## src/rtl/serial_adder_pkg.sv

```systemverilog
// Shared definitions for the bit-serial adder: controller state encoding,
// default operand width and the sequence-counter width helper.
package serial_adder_pkg;

  localparam int SERIAL_ADD_WIDTH = 8;

  // 2'b11 is unused and recovers to IDLE.
  typedef enum logic [1:0] {
    IDLE = 2'b00,
    RUN  = 2'b01,
    DONE = 2'b10
  } state_t;

  // Bit counter width: max(1, clog2(width)).
  function automatic int cnt_width(input int width);
    return (width <= 2) ? 1 : $clog2(width);
  endfunction

endpackage

```

## src/rtl/serial_adder_controller_if.sv

```systemverilog
// Request/result bundle between an ALU sequencer (master) and the
// bit-serial adder (slave).
interface serial_adder_controller_if
  import serial_adder_pkg::*;
#(
  parameter int WIDTH = SERIAL_ADD_WIDTH
);

  logic             start;
  logic [WIDTH-1:0] a;
  logic [WIDTH-1:0] b;
  logic             carryin;
  logic             busy;
  logic             done;
  logic [WIDTH-1:0] sum;
  logic             carryout;
  logic             overflow;

  modport master (
    output start, a, b, carryin,
    input  busy, done, sum, carryout, overflow
  );

  modport slave (
    input  start, a, b, carryin,
    output busy, done, sum, carryout, overflow
  );

endinterface

```

## src/rtl/structuralFullAdder.sv

```systemverilog
// One-bit full adder built from gate primitives; the only arithmetic
// element of the serial adder.
module structuralFullAdder (
  output wire sum,
  output wire carryout,
  input  wire a,
  input  wire b,
  input  wire carryin
);

  wire ab_xor;
  wire ab_and;
  wire cin_and;

  xor u_xor_ab  (ab_xor, a, b);
  xor u_xor_sum (sum, ab_xor, carryin);
  and u_and_ab  (ab_and, a, b);
  and u_and_cin (cin_and, ab_xor, carryin);
  or  u_or_cout (carryout, ab_and, cin_and);

endmodule

```

## src/rtl/serial_adder_controller.sv

```systemverilog
// Bit-serial WIDTH-bit adder: one full-adder cell, one bit per clock, LSB
// first, with carry-out, signed overflow and a one-cycle done pulse.
module serial_adder_controller
  import serial_adder_pkg::*;
#(
  parameter int WIDTH = SERIAL_ADD_WIDTH
) (
  input logic                      clk,
  input logic                      reset,
  serial_adder_controller_if.slave bus
);

  localparam int                 CNT_W    = cnt_width(WIDTH);
  localparam logic [CNT_W-1:0]   LAST_CNT = CNT_W'(WIDTH - 1);

  state_t           state;
  logic [WIDTH-1:0] a_sh;
  logic [WIDTH-1:0] b_sh;
  logic [WIDTH-1:0] ps_sh;
  logic             carry;
  logic [CNT_W-1:0] cnt;

  logic             fa_sum;
  logic             fa_cout;
  logic [WIDTH-1:0] ps_next;

  structuralFullAdder u_fa (
    .sum      (fa_sum),
    .carryout (fa_cout),
    .a        (a_sh[0]),
    .b        (b_sh[0]),
    .carryin  (carry)
  );

  // New sum bit enters at the MSB so the LSB lands at bit 0 after WIDTH shifts.
  assign ps_next = WIDTH'({fa_sum, ps_sh} >> 1);

  // NOTE: all state here uses non-blocking assignments so every register
  // samples pre-edge values, e.g. overflow reads carry before it updates.
  always_ff @(posedge clk) begin
    if (reset) begin
      // NOTE: the shifters are plain flops, not a memory, so clearing them
      // is cheap and keeps the datapath deterministic after reset.
      state        <= IDLE;
      a_sh         <= '0;
      b_sh         <= '0;
      ps_sh        <= '0;
      carry        <= 1'b0;
      cnt          <= '0;
      bus.busy     <= 1'b0;
      bus.done     <= 1'b0;
      bus.sum      <= '0;
      bus.carryout <= 1'b0;
      bus.overflow <= 1'b0;
    end else begin
      case (state)
        IDLE: begin
          bus.done <= 1'b0;
          if (bus.start) begin
            a_sh     <= bus.a;
            b_sh     <= bus.b;
            carry    <= bus.carryin;
            cnt      <= '0;
            state    <= RUN;
            bus.busy <= 1'b1;
          end
        end

        RUN: begin
          a_sh  <= a_sh >> 1;
          b_sh  <= b_sh >> 1;
          ps_sh <= ps_next;
          carry <= fa_cout;
          cnt   <= cnt + CNT_W'(1);
          if (cnt == LAST_CNT) begin
            // carry still holds the carry into the MSB during the final bit.
            bus.sum      <= ps_next;
            bus.carryout <= fa_cout;
            bus.overflow <= carry ^ fa_cout;
            bus.busy     <= 1'b0;
            bus.done     <= 1'b1;
            state        <= DONE;
          end
        end

        DONE: begin
          bus.done <= 1'b0;
          state    <= IDLE;
        end

        default: begin
          bus.busy <= 1'b0;
          bus.done <= 1'b0;
          state    <= IDLE;
        end
      endcase
    end
  end

endmodule

```

## src/flat_wrapper.sv

```systemverilog
// flat-port wrapper written by rule: the top's interface ports become plain ports
module serial_adder_controller_flat import serial_adder_pkg::*;
#(
  parameter int WIDTH = SERIAL_ADD_WIDTH
)
  (clk, reset, bus_start, bus_a, bus_b, bus_carryin, bus_busy, bus_done, bus_sum, bus_carryout, bus_overflow);
  serial_adder_controller_if #(.WIDTH(WIDTH)) bus_i ();
  input logic clk;
  input logic reset;
  input wire logic [$bits(bus_i.start)-1:0] bus_start;
  input wire logic [$bits(bus_i.a)-1:0] bus_a;
  input wire logic [$bits(bus_i.b)-1:0] bus_b;
  input wire logic [$bits(bus_i.carryin)-1:0] bus_carryin;
  output wire logic [$bits(bus_i.busy)-1:0] bus_busy;
  output wire logic [$bits(bus_i.done)-1:0] bus_done;
  output wire logic [$bits(bus_i.sum)-1:0] bus_sum;
  output wire logic [$bits(bus_i.carryout)-1:0] bus_carryout;
  output wire logic [$bits(bus_i.overflow)-1:0] bus_overflow;
  assign bus_i.start = bus_start;
  assign bus_i.a = bus_a;
  assign bus_i.b = bus_b;
  assign bus_i.carryin = bus_carryin;
  assign bus_busy = bus_i.busy;
  assign bus_done = bus_i.done;
  assign bus_sum = bus_i.sum;
  assign bus_carryout = bus_i.carryout;
  assign bus_overflow = bus_i.overflow;
  serial_adder_controller #(.WIDTH(WIDTH)) u_core (.clk(clk), .reset(reset), .bus(bus_i));
endmodule
```

## config.mk

```make
export PLATFORM = sky130hd
export DESIGN_NAME = serial_adder_controller_flat
export DESIGN_NICKNAME = d
export VERILOG_FILES = /design/src/rtl/serial_adder_pkg.sv /design/src/rtl/serial_adder_controller_if.sv /design/src/rtl/structuralFullAdder.sv /design/src/rtl/serial_adder_controller.sv /design/src/flat_wrapper.sv
export SDC_FILE = /design/constraint.sdc
export NUM_CORES = 1
export LEC_CHECK = 0
export CAP_MARGIN = 20
export CELL_PAD_IN_SITES_DETAIL_PLACEMENT = 0
export CELL_PAD_IN_SITES_GLOBAL_PLACEMENT = 2
export CORE_UTILIZATION = 33
export DETAILED_ROUTE_END_ITERATION = 8
export GPL_ROUTABILITY_DRIVEN = 0
export PLACE_DENSITY_LB_ADDON = 0.1
export SLEW_MARGIN = 20
export SYNTH_ARGS = -nofsm -noshare
export SYNTH_HDL_FRONTEND = slang
export SYNTH_SLANG_ARGS = --single-unit
```

## constraint.sdc

```tcl
create_clock -name clk -period 3.05 [get_ports clk]
set_clock_uncertainty 0.1 [all_clocks]
set_input_delay 0.61 -clock clk [delete_from_list [all_inputs] [get_ports clk]]
set_output_delay 0.61 -clock clk [all_outputs]
set_load 0.01 [all_outputs]
```

# [Word-level counts from Yosys, hierarchy flattened]
# Cells that the tools add are included.
[word_totals] out_inout_bits=12 reg_bits=42 mem_bits_rw=0 elab_cells=46 mem_count=0 latch_bits=0 input_bits=20 mem_bits_ro=0
[op_classes] magnitude_cmp=0 reduce_logical=7 n_mul=0 n_shift=0 n_addsub=1 div_mod_pow=0 bitwise_logic=8 eq_ne=5 n_mux=14
[ops] cell="case mux 8 bit (2 select lines)" n=2
[ops] cell="2-to-1 mux 8 bit" n=2
[ops] cell="case mux 3 bit (2 select lines)" n=1
[ops] cell="AND reduction 2 bit" n=3
[ops] cell="2-to-1 mux 2 bit" n=2
[ops] cell="case mux 2 bit (2 select lines)" n=1
[ops] cell="adder 3 x 1 -> 3 bit, second input constant" n=1
[ops] cell="== test 3 bit, second input constant" n=1
[ops] cell="2-to-1 mux 1 bit" n=3
[ops] cell="2-to-1 mux 3 bit" n=1
[ops] cell="case mux 1 bit (3 select lines)" n=1
[ops] cell="AND reduction 3 bit" n=1
[ops] cell="XOR 1 bit" n=3
[ops] cell="AND 1 bit" n=2
[ops] cell="== test 2 x 1 -> 1 bit, second input constant" n=1
[ops] cell="== test 2 bit, second input constant" n=1
[ops] cell="zero test 2 bit" n=1
[ops] cell="!= test 2 x 1 -> 1 bit, second input constant" n=1
[ops] cell="!= test 2 bit, second input constant" n=1
[ops] cell="NOT 1 bit" n=2
[ops] cell="case mux 1 bit (2 select lines)" n=1
[ops] cell="nonzero test 2 bit" n=1
[ops] cell="OR reduction 2 bit" n=1
[ops] cell="bitwise OR 1 bit" n=1

# [Depth between registers and ports, before layout]
# Gate-level depths: netlist of run 1.
[logic_depth] depth_word=4 ltp_mapped=6 ltp_nobuf=5

# [Hierarchy]
# Synthesis of run 1 repeated with hierarchy kept, for this count alone.
[hier_totals] hier_cells=205 hier_area_um2=1810.5
[modules_own_cells] module="serial_adder_controller" seq_area_each_um2=820.8 area_per_inst_um2=1790.5 cells_each=204 instances=1
[modules_own_cells] module="structuralFullAdder" seq_area_each_um2=0.0 area_per_inst_um2=20.0 cells_each=1 instances=1

# [Worst setup path after synthesis of run 1]
# Ideal clock, no wire load.
[synth_path] path_type="in2reg" start="input port reset" end="register u_core.a_sh[1]" n_path_buf=2 path_stages=3 t_arrival_ns=1.247 setup_time_ns=0.147 setup_slack_ns=1.556 required_time_ns=2.803 cell_sequence="clkbuf_1 buf_1 a311oi_1"
[synth_lines] item="start, declared" line_no="flat_wrapper.sv:9" text="input logic reset;"
[synth_lines] item="end signal, assigned" line_no="serial_adder_controller.sv:60" text="a_sh <= bus.a;"
[synth_lines] item="end signal, assigned" line_no="serial_adder_controller.sv:70" text="a_sh <= a_sh >> 1;"
[synth_lines] item="end, declared" line_no="serial_adder_controller.sv:17" text="logic [WIDTH-1:0] a_sh;"
# No word-level cell between the ends.

# [Final worst setup path of run 1]
[layout_path] start="input port bus_start" end="register u_core.a_sh[5]"
[layout_between] elab_chain_cells=2
[layout_lines] item="start, declared" line_no="flat_wrapper.sv:10" text="input wire logic [$bits(bus_i.start)-1:0] bus_start;"
[layout_lines] item="!= test 2 bit (no line)"
[layout_lines] item="AND reduction 2 bit (no line)"
# Every way passes these cells.
# A chain may end at the register's enable or synchronous reset.

==> results.tsv, run 1 <==
stage	metric	value	unit
setup_path	Setup CP Type	input pin to flip-flop	
global_route	initial antenna violation count	0	
global_route	Congestion Overflow GR	0	
sta	Tcrit/Tclk final	62.9	%
routing	remaining antenna violation count	0	
global_route	largest net degree at the start of global routing	43	
power	P_leak	0.754	nW
sta	worst slew pin tran	0.936	ns
setup_path	Setup crit start kind	input pin	
setup_path	slowest stage delay, CP	0.50	ns
setup_path	CP Max Fanout	18	
clock_network	Post-CTS Setup Inserts	0	
finish	layout cells sized above 1	10.9	%
routing	DRT met1 WL	1770	um
synthesis	Post-Synthesis Cells	205	
finish	nets	251	
routing	met2 WL post-DR	1700	um
outcome	status	completed	
power	Tot Pwr	0.00108	W
routing	drt pass-1 iters	6	
sta	Max-Slew Margin vs Limit	37.6	%
sta	Highest Clock Rate	522	MHz
clock_network	maximum clock path buffer count	2	
sta	fin crit period	1.92	ns
job	max-cap violations	0	
synthesis	Cell Area, Synth	1780	sq um
setup_path	Bufs and invs on worst path	1	
sta	RSZ-0062 raised after global routing	no	
placed_design	detailed placer's ending HPWL	2280	um
clock_network	H-tree depth	2	
hold_path	Hold Path Depth	2	
hold_path	Hold Path Class	flip-flop to flip-flop	
die	starting density of the core	34.5	%
synthesis	Cell variety after synth	23	
setup_path	R2R Setup Slk	1.14	ns
die	num rows	26	
setup_path	Worst Path Required	3.14	ns
finish	area delta synth->final	22.5	%
finish	ANT cells	0	
setup_path	number of cells on the worst reg-to-reg path	3	
routing	# DRC	0	
clock_network	Worst-Skew Late Latency	0.28	ns
die	die footprint	5680	sq um
placed_design	pre-CTS setup slack	0.799	ns
clock_network	TritonCTS clock tree	done	
setup_path	Setup crit end kind	flip-flop	
synthesis	Syn Area/Cell	8.66	sq um
synthesis	synth warn	0	
die	num ports	32	
global_route	global-route usage over all layers	14.3	%
synthesis	number of synthesized register bits	41	
global_route	vias in the first global route	1348	
die	core area	5140	sq um
synthesis	syn_nets	228	
synthesis	post-synthesis sequential area ratio	46.2	%
clock_network	Clock transition at path regs	0.08	ns
clock_network	TritonCTS Buffers	5	
sta	Slew Limit Fails	0	
power	peak supply drop	0.186	mV
routing	highest metal used	met4	
die	Die Width	75.4	um
setup_path	Levels on crit path	4	
sta	Final setup viols	0	
routing	final WL	3590	um
clock_network	post-cts sizing count	0	
routing	wire per inst	12.0	um
die	die height	75.4	um
routing	detail-routed via count per cell	4.77	
global_route	first-pass GRT wire length	6090	um
placed_design	# port buffers	31	
setup_path	CP max-delay cell	nand2b_1	
routing	routed wl met3	109	um
setup_path	critical path's top delay family	simple AND/OR/NAND/NOR gates	
setup_path	Critical Path AT	2.01	ns
setup_path	CP Cell Sequence	clkdlybuf4s50_1 > nand2b_1 > nand2_1 > a311oi_2	
routing	drt first-iter violations	87	
sta	Hold Fails Final Rpt	0	
finish	fillers	570	
sta	TNS Setup	0	ns
routing	vias	1425	
sta	Setup WS post-layout	1.13	ns
power	PD cells	498	nW/um^2
clock_network	clock sink count	41	
clock_network	CTS root buf	clkbuf_8	
clock_network	CTS Hold Buffers Added	0	
## layout by cell type, fill, tap and decap left out
cell / instances
nand2b_2: 1
nor2b_1: 2
dfxtp_1: 41
nand2b_1: 2
clkinv_2: 1
nand3_1: 14
clkbuf_8: 7
mux2i_1: 1
o21bai_1: 1
nand2_1: 56
buf_4: 3
clkdlybuf4s50_1: 31
xor2_1: 1
nor2_1: 17
inv_1: 2
a311oi_1: 2
fa_1: 1
a21oi_1: 23
nand3b_1: 3
o21ai_0: 2
ha_1: 2
a311oi_2: 13
nor3_1: 3
## worst paths after layout
check,from,to
setup / recovery,bus_start,u_core.a_sh[5]
hold / removal,u_core.bus.sum[2],u_core.bus.sum[2]
setup reg to reg,u_core.state[1],u_core.a_sh[5]
hold reg to reg,u_core.bus.sum[2],u_core.bus.sum[2]
## layout make-up
class	instances	area [sq um]	share of cell area, %
Inverter	2	7.51	0.345
Clock buffer	7	96.3	4.43
Multi-Input combinational cell	144	825	37.9
Sequential cell	41	821	37.7
Timing Repair Buffer	34	333	15.3
Tap cell	70	87.6	4.03
Clock inverter	1	5.00	0.230
## cell usage after synthesis
master	n	area share, %
nand2_1	56	12
dfxtp_1	41	46
a21oi_1	23	6.5
nor2_1	17	3.6
nand3_1	14	3.9
a311oi_2	13	11
buf_4	7	3.0
buf_6	4	2.5
clkbuf_1	4	0.85
nand2b_1	3	1.1
nand3b_1	3	1.3
nor3_1	3	0.85
a311oi_1	2	0.99
buf_1	2	0.42
ha_1	2	1.4
inv_1	2	0.42
nor2b_1	2	0.70
o21ai_0	2	0.56
buf_2	1	0.28
fa_1	1	1.1
mux2i_1	1	0.56
o21bai_1	1	0.42
xor2_1	1	0.49
## stage by stage
step	area [sq um]	hold WS, ns	instances	utilization, %
5_1_grt	2170	0.371	299	42.3
3_5_place_dp	2070	0.346	291	40.3
2_1_floorplan	1780	0.337	205	-
4_1_cts	2170	0.357	299	42.3
3_3_place_gp	2070	0.341	291	40.3
6_report	2170	0.354	299	42.3
## worst min-delay path: cells and delay by family (launching register included)
kind | cells | cell delay [ns]
and+or+nand+nor | 1 | 0.05
AOI/OAI and AO/OA | 1 | 0.05
DFF | 1 | 0.31
## state kept, by name, summed over array words and instances, names as in the netlist
name and flops:
u_core.bus.busy 1, u_core.bus.done 1, u_core.ps_sh 7, u_core.state 2
u_core.b_sh 8, u_core.a_sh 8, u_core.bus.carryout 1, u_core.bus.overflow 1
u_core.carry 1, u_core.bus.sum 8, u_core.cnt 3
## metal layers
metal | track usage [%] | vias up
met3 | 4.10 | 2
met5 | 0 | -
met4 | 5.56 | 0
met1 | 17.4 | 656
li1 | - | 740
met2 | 24.0 | 27
## kinds of logic (layout without fill, tap and decap cells)
| logic type | Yosys count | count (layout) | synth area share, % |
|---|---|---|---|
| multiplexers | 1 | 1 | 0.564 |
| AND/OR/NAND/NOR | 98 | 98 | 23.3 |
| flip-flops | 41 | 41 | 46.2 |
| adder cells (fa/ha/maj) | 3 | 3 | 2.54 |
| XOR/XNOR | 1 | 1 | 0.493 |
| buffers and inverters | 20 | 44 | 7.47 |
| AO/OA/AOI/OAI | 41 | 41 | 19.5 |
## where the power goes
group          internal (W)  total, W  switching, W  leakage, nW
Combinational     0.0000584  0.000124     0.0000659        0.364
Sequential         0.000558  0.000574     0.0000157        0.335
Clock              0.000205  0.000386      0.000181       0.0542
Total              0.000821   0.00108      0.000263        0.754
No activity file was read; power rests on OpenSTA's default activity.
==> run 2, diff against run 1 <==
- CORE_UTILIZATION: 33 -> 28
- clock period: 3.05 -> 1.6 ns (I/O delays scaled with it)
==> run 2 against run 1 <==
Effect of this change:
- largest cell class unchanged
- worst hold slack about the same
- highest routed layer unchanged
- power up 110%
- sequential cell count unchanged
- cell count up 5.0%
- first-iteration DRC count down 24%
- die area up 17%
- combinational power up 120%
- clock power up 130%
==> results.tsv, run 2 (synthesis results as in run 1) <==
stage	metric	value	unit
outcome	status	completed	
finish	final core utilization	38.3	%
sta	Hold WS	0.354	ns
global_route	first-pass GRT wire length	6750	um
routing	# DRC	0	
power	PD cells	970	nW/um^2
setup_path	number of cells on the worst reg-to-reg path	4	
finish	biggest regs	u_core.a_sh: 8 flops, u_core.b_sh: 8 flops, u_core.bus.sum: 8 flops	
hold_path	Hold Path Depth	2	
finish	design area	2310	sq um
die	die height	81.6	um
die	core area	6030	sq um
setup_path	Critical Path AT	1.56	ns
placed_design	detailed placer's ending HPWL	2530	um
clock_network	Clock transition at path regs	0.08	ns
global_route	vias in the first global route	1450	
sta	Highest Clock Rate	686	MHz
routing	drt first-iter violations	66	
setup_path	launching point of the worst reg2reg path	u_core.state[1]	
die	starting density of the core	29.5	%
placed_design	# port buffers	31	
setup_path	Setup crit start kind	input pin	
sta	Tcrit/Tclk final	91.1	%
sta	RSZ-0062 raised after global routing	no	
finish	most common cell after layout, fill and taps aside	nand2_1	
finish	fillers	619	
routing	remaining antenna violation count	0	
sta	Max-Slew Margin vs Limit	81.4	%
clock_network	maximum clock path buffer count	2	
sta	fin crit period	1.46	ns
sta	Hold Fails Final Rpt	0	
routing	detail-routed via count per cell	4.72	
finish	ANT cells	0	
sta	Final setup viols	0	
sta	worst slew pin tran	0.279	ns
routing	drt pass-1 iters	4	
routing	wire per inst	12.2	um
die	die footprint	6660	sq um
job	max-cap violations	0	
setup_path	Setup crit end kind	flip-flop	
die	num rows	28	
clock_network	Worst-Skew Late Latency	0.29	ns
setup_path	CP Launch Point	bus_start	
clock_network	clock sink count	41	
routing	vias	1482	
routing	final WL	3840	um
die	Die Width	81.6	um
finish	area delta synth->final	30.0	%
finish	nets	261	
placed_design	Placed Area	2180	sq um
sta	Slew Limit Fails	0	
setup_path	CP Max Fanout	16	
finish	layout cells sized above 1	14.6	%
finish	most frequent cells in the layout	56 x nand2_1, 41 x dfxtp_1, 23 x a21oi_1	
die	num ports	32	
global_route	global-route usage over all layers	13.4	%
hold_path	Hold Path Class	flip-flop to flip-flop	
clock_network	CTS root buf	clkbuf_8	
clock_network	H-tree depth	2	
setup_path	Setup CP Type	input pin to flip-flop	
clock_network	TritonCTS Buffers	5	
power	P_leak	0.954	nW
clock_network	CTS Hold Buffers Added	0	
setup_path	Worst Path Required	1.70	ns
global_route	initial antenna violation count	0	
global_route	largest net degree at the start of global routing	42	
hold_path	Hold Startpoint	u_core.bus.sum[0]	
clock_network	TritonCTS clock tree	done	
power	peak supply drop	0.441	mV
global_route	Congestion Overflow GR	0	
==> run 2: cell types whose count changed in the layout (fill, tap and decap cells not counted) <==
cell,before,now
buf_12,0,2
buf_4,3,11
bufinv_16,0,1
clkbuf_8,7,6
clkdlybuf4s50_1,31,19
clkinv_2,1,0
clkinvlp_4,0,1
dlygate4sd2_1,0,6
dlymetal6s2s_1,0,6
==> run 2: routing by layer <==
metal	global-route usage, %	routed length (um)
met3	3.44	143
met2	23.3	1810
met4	4.91	27
met5	0	0
met1	15.7	1850
==> run 2: power breakdown <==
group	switching, W	internal, W	total [W]	leakage (nW)
logic	0.000135	0.000132	0.000267	0.562
clock network	0.000373	0.000508	0.000881	0.0574
registers	0.0000265	0.00106	0.00109	0.335
==> run 2: final timing paths <==
kind / to / slack, ns
hold reg to reg: u_core.bus.sum[0] / 0.35
setup / recovery: u_core.a_sh[6] / 0.14
setup reg to reg: u_core.b_sh[2] / 0.19
hold / removal: u_core.bus.sum[0] / 0.35
==> run 2: stage by stage <==
stage	setup TNS (ns)	power (W)	std cells	worst slack, ns
2_1_floorplan	0	0.00129	205	0.298
3_3_place_gp	-2.12	0.00138	306	-0.139
3_5_place_dp	-2.15	0.00139	306	-0.156
4_1_cts	0	0.00228	314	0.00315
5_1_grt	0	0.00235	314	0.00572
6_report	0	0.00224	314	0.142
==> run 2: repair_timing <==
action	CTS	global route
hold endpoints to repair	0	0
pin swaps	0	0
buffers inserted	0	0
endpoints found under the setup margin	6	6
resized for setup	6	6
==> run 2: area by class of cell <==
cell class | count | area (sq um) | area share (%)
timing repair buffer | 44 | 440 | 19.1
clock buffer | 6 | 82.6 | 3.58
clock inverter | 2 | 37.5 | 1.63
multi-input combinational | 144 | 825 | 35.7
sequential | 41 | 821 | 35.6
inverter | 2 | 7.51 | 0.325
tap | 75 | 93.8 | 4.07
==> run 2: worst max-delay path, cell delays in order <==
cell,delay (ns)
clkdlybuf4s50_1,0.47
nor2b_1,0.17
buf_4,0.24
nand2_1,0.10
a311oi_2,0.26
==> run 3, diff against run 2 <==
- SETUP_SLACK_MARGIN: unset -> 0.15
==> run 3 against run 2 <==
Effect of this change:
- routed wire length is 0.26% higher
- worst setup slack better by 0.059 ns
- clock-buffer cell count did not move
- critical path type unchanged
- largest power group unchanged
- highest routed layer unchanged
==> results.tsv, run 3 (synthesis results as in run 1) <==
stage	metric	value	unit
die	die footprint	6660	sq um
setup_path	Setup crit start kind	input pin	
routing	detail-routed via count per cell	4.71	
clock_network	Worst-Skew Late Latency	0.29	ns
routing	wire per inst	12.3	um
hold_path	Hold EP	u_core.bus.sum[0]	
clock_network	Post-CTS Setup Inserts	0	
die	num rows	28	
routing	# DRC	0	
sta	Final setup viols	0	
die	core area	6030	sq um
finish	layout cells sized above 1	16.3	%
routing	drt first-iter violations	62	
sta	Hold WS	0.355	ns
finish	Post-Layout Cell Count	314	
finish	nets	261	
global_route	global-route usage over all layers	13.4	%
routing	final WL	3850	um
setup_path	Critical Path AT	1.50	ns
clock_network	TritonCTS Buffers	5	
clock_network	Clock transition at path regs	0.08	ns
setup_path	Worst Path Required	1.70	ns
hold_path	Hold Path Class	flip-flop to flip-flop	
global_route	initial antenna violation count	0	
setup_path	Setup CP Type	input pin to flip-flop	
sta	Hold Fails Final Rpt	0	
global_route	Congestion Overflow GR	0	
hold_path	Hold Startpoint	u_core.bus.sum[0]	
power	PD cells	974	nW/um^2
sta	Slew Limit Fails	0	
clock_network	maximum clock path buffer count	2	
setup_path	CP Cell Sequence	clkdlybuf4s50_1 > nor2b_2 > buf_6 > nand2_1 > a311oi_2	
job	max-cap violations	0	
global_route	largest net degree at the start of global routing	42	
setup_path	Setup crit end kind	flip-flop	
outcome	status	completed	
setup_path	CP max-delay cell	clkdlybuf4s50_1	
finish	most common cell after layout, fill and taps aside	nand2_1	
placed_design	# port buffers	31	
finish	Register Area	822	sq um
setup_path	Bufs and invs on worst path	2	
finish	biggest regs	u_core.a_sh: 8 flops, u_core.b_sh: 8 flops, u_core.bus.sum: 8 flops	
sta	Highest Clock Rate	715	MHz
sta	Tcrit/Tclk final	87.4	%
power	Tot Pwr	0.00224	W
finish	area delta synth->final	29.6	%
die	die height	81.6	um
hold_path	Hold Path Depth	2	
global_route	first-pass GRT wire length	6760	um
setup_path	critical path's top delay family	buffers and inverters	
global_route	vias in the first global route	1444	
sta	fin crit period	1.40	ns
sta	worst slew pin tran	0.215	ns
power	peak supply drop	0.442	mV
clock_network	H-tree depth	2	
setup_path	CP Max Fanout	16	
clock_network	clock sink count	41	
die	Die Width	81.6	um
setup_path	R2R Setup Slk	0.28	ns
finish	fillers	624	
setup_path	Crit Reg-Reg Endpoint	u_core.bus.sum[4]	
clock_network	TritonCTS clock tree	done	
finish	area of the multi-input gates	832	sq um
setup_path	number of cells on the worst reg-to-reg path	6	
routing	drt pass-1 iters	4	
clock_network	CTS root buf	clkbuf_8	
sta	RSZ-0062 raised after global routing	yes	
finish	ANT cells	0	
die	starting density of the core	29.5	%
routing	remaining antenna violation count	0	
finish	most frequent cells in the layout	56 x nand2_1, 40 x dfxtp_1, 23 x a21oi_1	
setup_path	launching point of the worst reg2reg path	u_core.cnt[0]	
placed_design	dpl cells	306	
sta	Max-Slew Margin vs Limit	85.7	%
die	num ports	32	
placed_design	detailed placer's ending HPWL	2530	um
power	P_leak	0.871	nW
setup_path	slowest stage delay, CP	0.47	ns
clock_network	CTS Hold Buffers Added	0	
routing	vias	1479	
run 3: changes by cell type in the layout (fill, tap and decap cells not counted), moves of 2 or more:
cell / change
dlygate4sd2_1: +6
buf_4: -2
dlymetal6s2s_1: -6
buf_6: +2
run 3: where the power goes:
part           switching (W)  internal, W  total, W
combinational       0.000135     0.000134  0.000269
sequential         0.0000270      0.00106   0.00109
clock               0.000372     0.000508  0.000880
total               0.000534      0.00171   0.00224
run 3: layout make-up:
type / count / share of cell area, %
inverter: 2 / 0.326
timing repair buffer: 44 / 18.5
tap: 75 / 4.08
sequential: 41 / 35.7
clock buffer: 6 / 3.59
clock inverter: 2 / 1.63
multi-input combinational: 144 / 36.2
run 3: repair_timing:
action	CTS	global route
cloned	0	0
setup endpoints to repair	14	27
gates resized for setup	13	5
run 3: worst max-delay path by stage:
stage               depth (start not counted)           from  slack (ns)                 to
finish                                      5      bus_start        0.20     u_core.a_sh[6]
global route                                5      bus_start        0.11     u_core.a_sh[6]
global placement                            5      bus_start       -0.14     u_core.a_sh[6]
floorplan                                   5  u_core.cnt[0]        0.30  u_core.bus.sum[0]
CTS                                         5      bus_start        0.17     u_core.a_sh[2]
detailed placement                          5      bus_start       -0.16     u_core.a_sh[6]
run 3: stage by stage:
stage          setup slack [ns]  TNS, ns  util, %  instance area, sq um
2_1_floorplan             0.298        0        -                  1780
3_3_place_gp             -0.139    -2.12     36.2                  2180
3_5_place_dp             -0.156    -2.15     36.2                  2180
4_1_cts                   0.171        0     38.0                  2290
5_1_grt                   0.109        0     38.2                  2300
6_report                  0.201        0     38.2                  2300
run 3: routing by layer:
metal	GRT usage (%)	part of all wire, %	up-vias
met4	4.74	0.70	0
met3	3.33	3.6	2
met5	0	0	-
met2	23.3	48	31
li1	-	-	758
met1	15.9	48	688
run 3: worst register-to-register path: stages (launching register included):
cell,delay [ns]
dfxtp_1,0.33
ha_1,0.20
ha_2,0.19
nand3b_1,0.10
buf_6,0.14
nand2_1,0.06
a21oi_1,0.14
==> RTL change (settings of run 3) <==
The package constant `SERIAL_ADD_WIDTH` goes from 8 to 10.
--- a/src/rtl/serial_adder_pkg.sv
+++ b/src/rtl/serial_adder_pkg.sv
@@ -4,3 +4,3 @@
 
-  localparam int SERIAL_ADD_WIDTH = 8;
+  localparam int SERIAL_ADD_WIDTH = 10;
 
Ports: changed (resized bus_a, bus_b and bus_sum); port bits go from 32 to 38. No check against the original RTL was run, so the function may have changed too.
==> RTL change against run 3 <==
- core utilization grew 0.23 points
- worst setup slack gained 0.011 ns
- sequential cell count grew 9
- sequential power grew 23%
- worst hold slack gained 0.0096 ns
- power grew 15%
- sequential share of layout area grew 0.094 points
- clock power grew 0.8%
- design area grew 22%
- routed wire length grew 37%
- synthesized area grew 20%
- cell count grew 23%
- critical endpoint is now u_core.b_sh[3]$_SDFFE_PP0P_
==> RTL change: results (changes against run 3) <==
[outcome]
status = complete, no violations  ; unchanged

[synth]
postSynthCellCount = 248  ; was 205
syn_nets = 275  ; was 228
ys_seq_area_share_pct = 46.9  ; was 46.2%
distinct_cells_synth = 34  ; was 23
synth_top_cells_by_count = sky130_fd_sc_hd__dfxtp_1 (50), sky130_fd_sc_hd__a21oi_1 (41), sky130_fd_sc_hd__nor2_1 (22)  ; was sky130_fd_sc_hd__nand2_1 (56), sky130_fd_sc_hd__dfxtp_1 (41), sky130_fd_sc_hd__a21oi_1 (23)
yosys-top-cells-area = sky130_fd_sc_hd__dfxtp_1 (47%), sky130_fd_sc_hd__a21oi_1 (9.6%), sky130_fd_sc_hd__o2bb2ai_1 (6.2%)  ; was sky130_fd_sc_hd__dfxtp_1 (46%), sky130_fd_sc_hd__nand2_1 (12%), sky130_fd_sc_hd__a311oi_2 (11%)

[layout]
instances_no_fill = 387  ; was 314
syn2layout_area_growth_pct = 31.2  ; was 29.6%
layout.filler_cells = 785  ; was 624
register_area_mm2 = 0.00100  ; was 822 µm²
multiInputCombCellCount = 171  ; was 144
sh_seq_area_pct = 35.8  ; was 35.7%
reg.largest.list = u_core.a_sh (10), u_core.b_sh (10), u_core.bus.sum (10)  ; was u_core.a_sh (8), u_core.b_sh (8), u_core.bus.sum (8)
multiInputGateArea_um2 = 980  ; was 832 µm²

[power_and_ir_drop]
pg_seq_mw = 1.34  ; was 1.09 mW
leakage_nw = 1.04  ; was 0.871 nW

[detailed_routing]
vias_per_cell = 4.78  ; was 4.71
drt_first_iter_violations = 65  ; was 62
met3_length_um = 155  ; was 139 µm

[placed_design]
port-buffer-count = 37  ; was 31
dpl.cell_count = 378  ; was 306

[timing]
final_period_minus_worst_setup_slack_ns = 1.39  ; was 1.40 ns

[setup_path]
critical_path.max_fanout = 20  ; was 16
regToRegSetupSlack_ns = 0.23  ; was 0.28 ns
critPathMaxStageDelay_ns = 0.56  ; was 0.47 ns
crit-reg2reg-launch = u_core.cnt[1]$_SDFFE_PP0P_  ; was u_core.cnt[0]$_SDFFE_PP0P_

[global_route]
grtUsageMet1_pct = 19.6  ; was 15.9%
grt_first_pass_wirelength_um = 8850  ; was 6760 µm

[clocking]
cts.sinks = 50  ; was 41
quantity_of_gates_resized_following_cts = 16  ; was 13

## RTL change: cell types whose count changed in the layout (fill, tap and decap cells not counted), sizes merged, moves of 4 or more
cell           before  now
nand2              56   20
o21ai               2   31
a21oi              23   41
o2bb2ai             0   15
a311oi             15    1
dfxtp              41   50
buf                13   18
nor2               17   22
clkdlybuf4s50      19   23
o22ai               0    4
## RTL change: worst register-to-register path, cell delays in order (launching register included)
cell                      delay (ns)
sky130_fd_sc_hd__dfxtp_2        0.36
sky130_fd_sc_hd__inv_1          0.05
sky130_fd_sc_hd__ha_1           0.19
sky130_fd_sc_hd__and3b_2        0.24
sky130_fd_sc_hd__buf_6          0.15
sky130_fd_sc_hd__nand3_1        0.09
sky130_fd_sc_hd__a21oi_1        0.06
## RTL change: cell families after synthesis
kind of cell / share of synthesized area [%]
mux: 0.469
simple gates: 14.5
fa+ha+maj: 2.11
buf+inv: 7.39
flops: 46.9
compound gates: 28.2
xor+xnor: 0.410
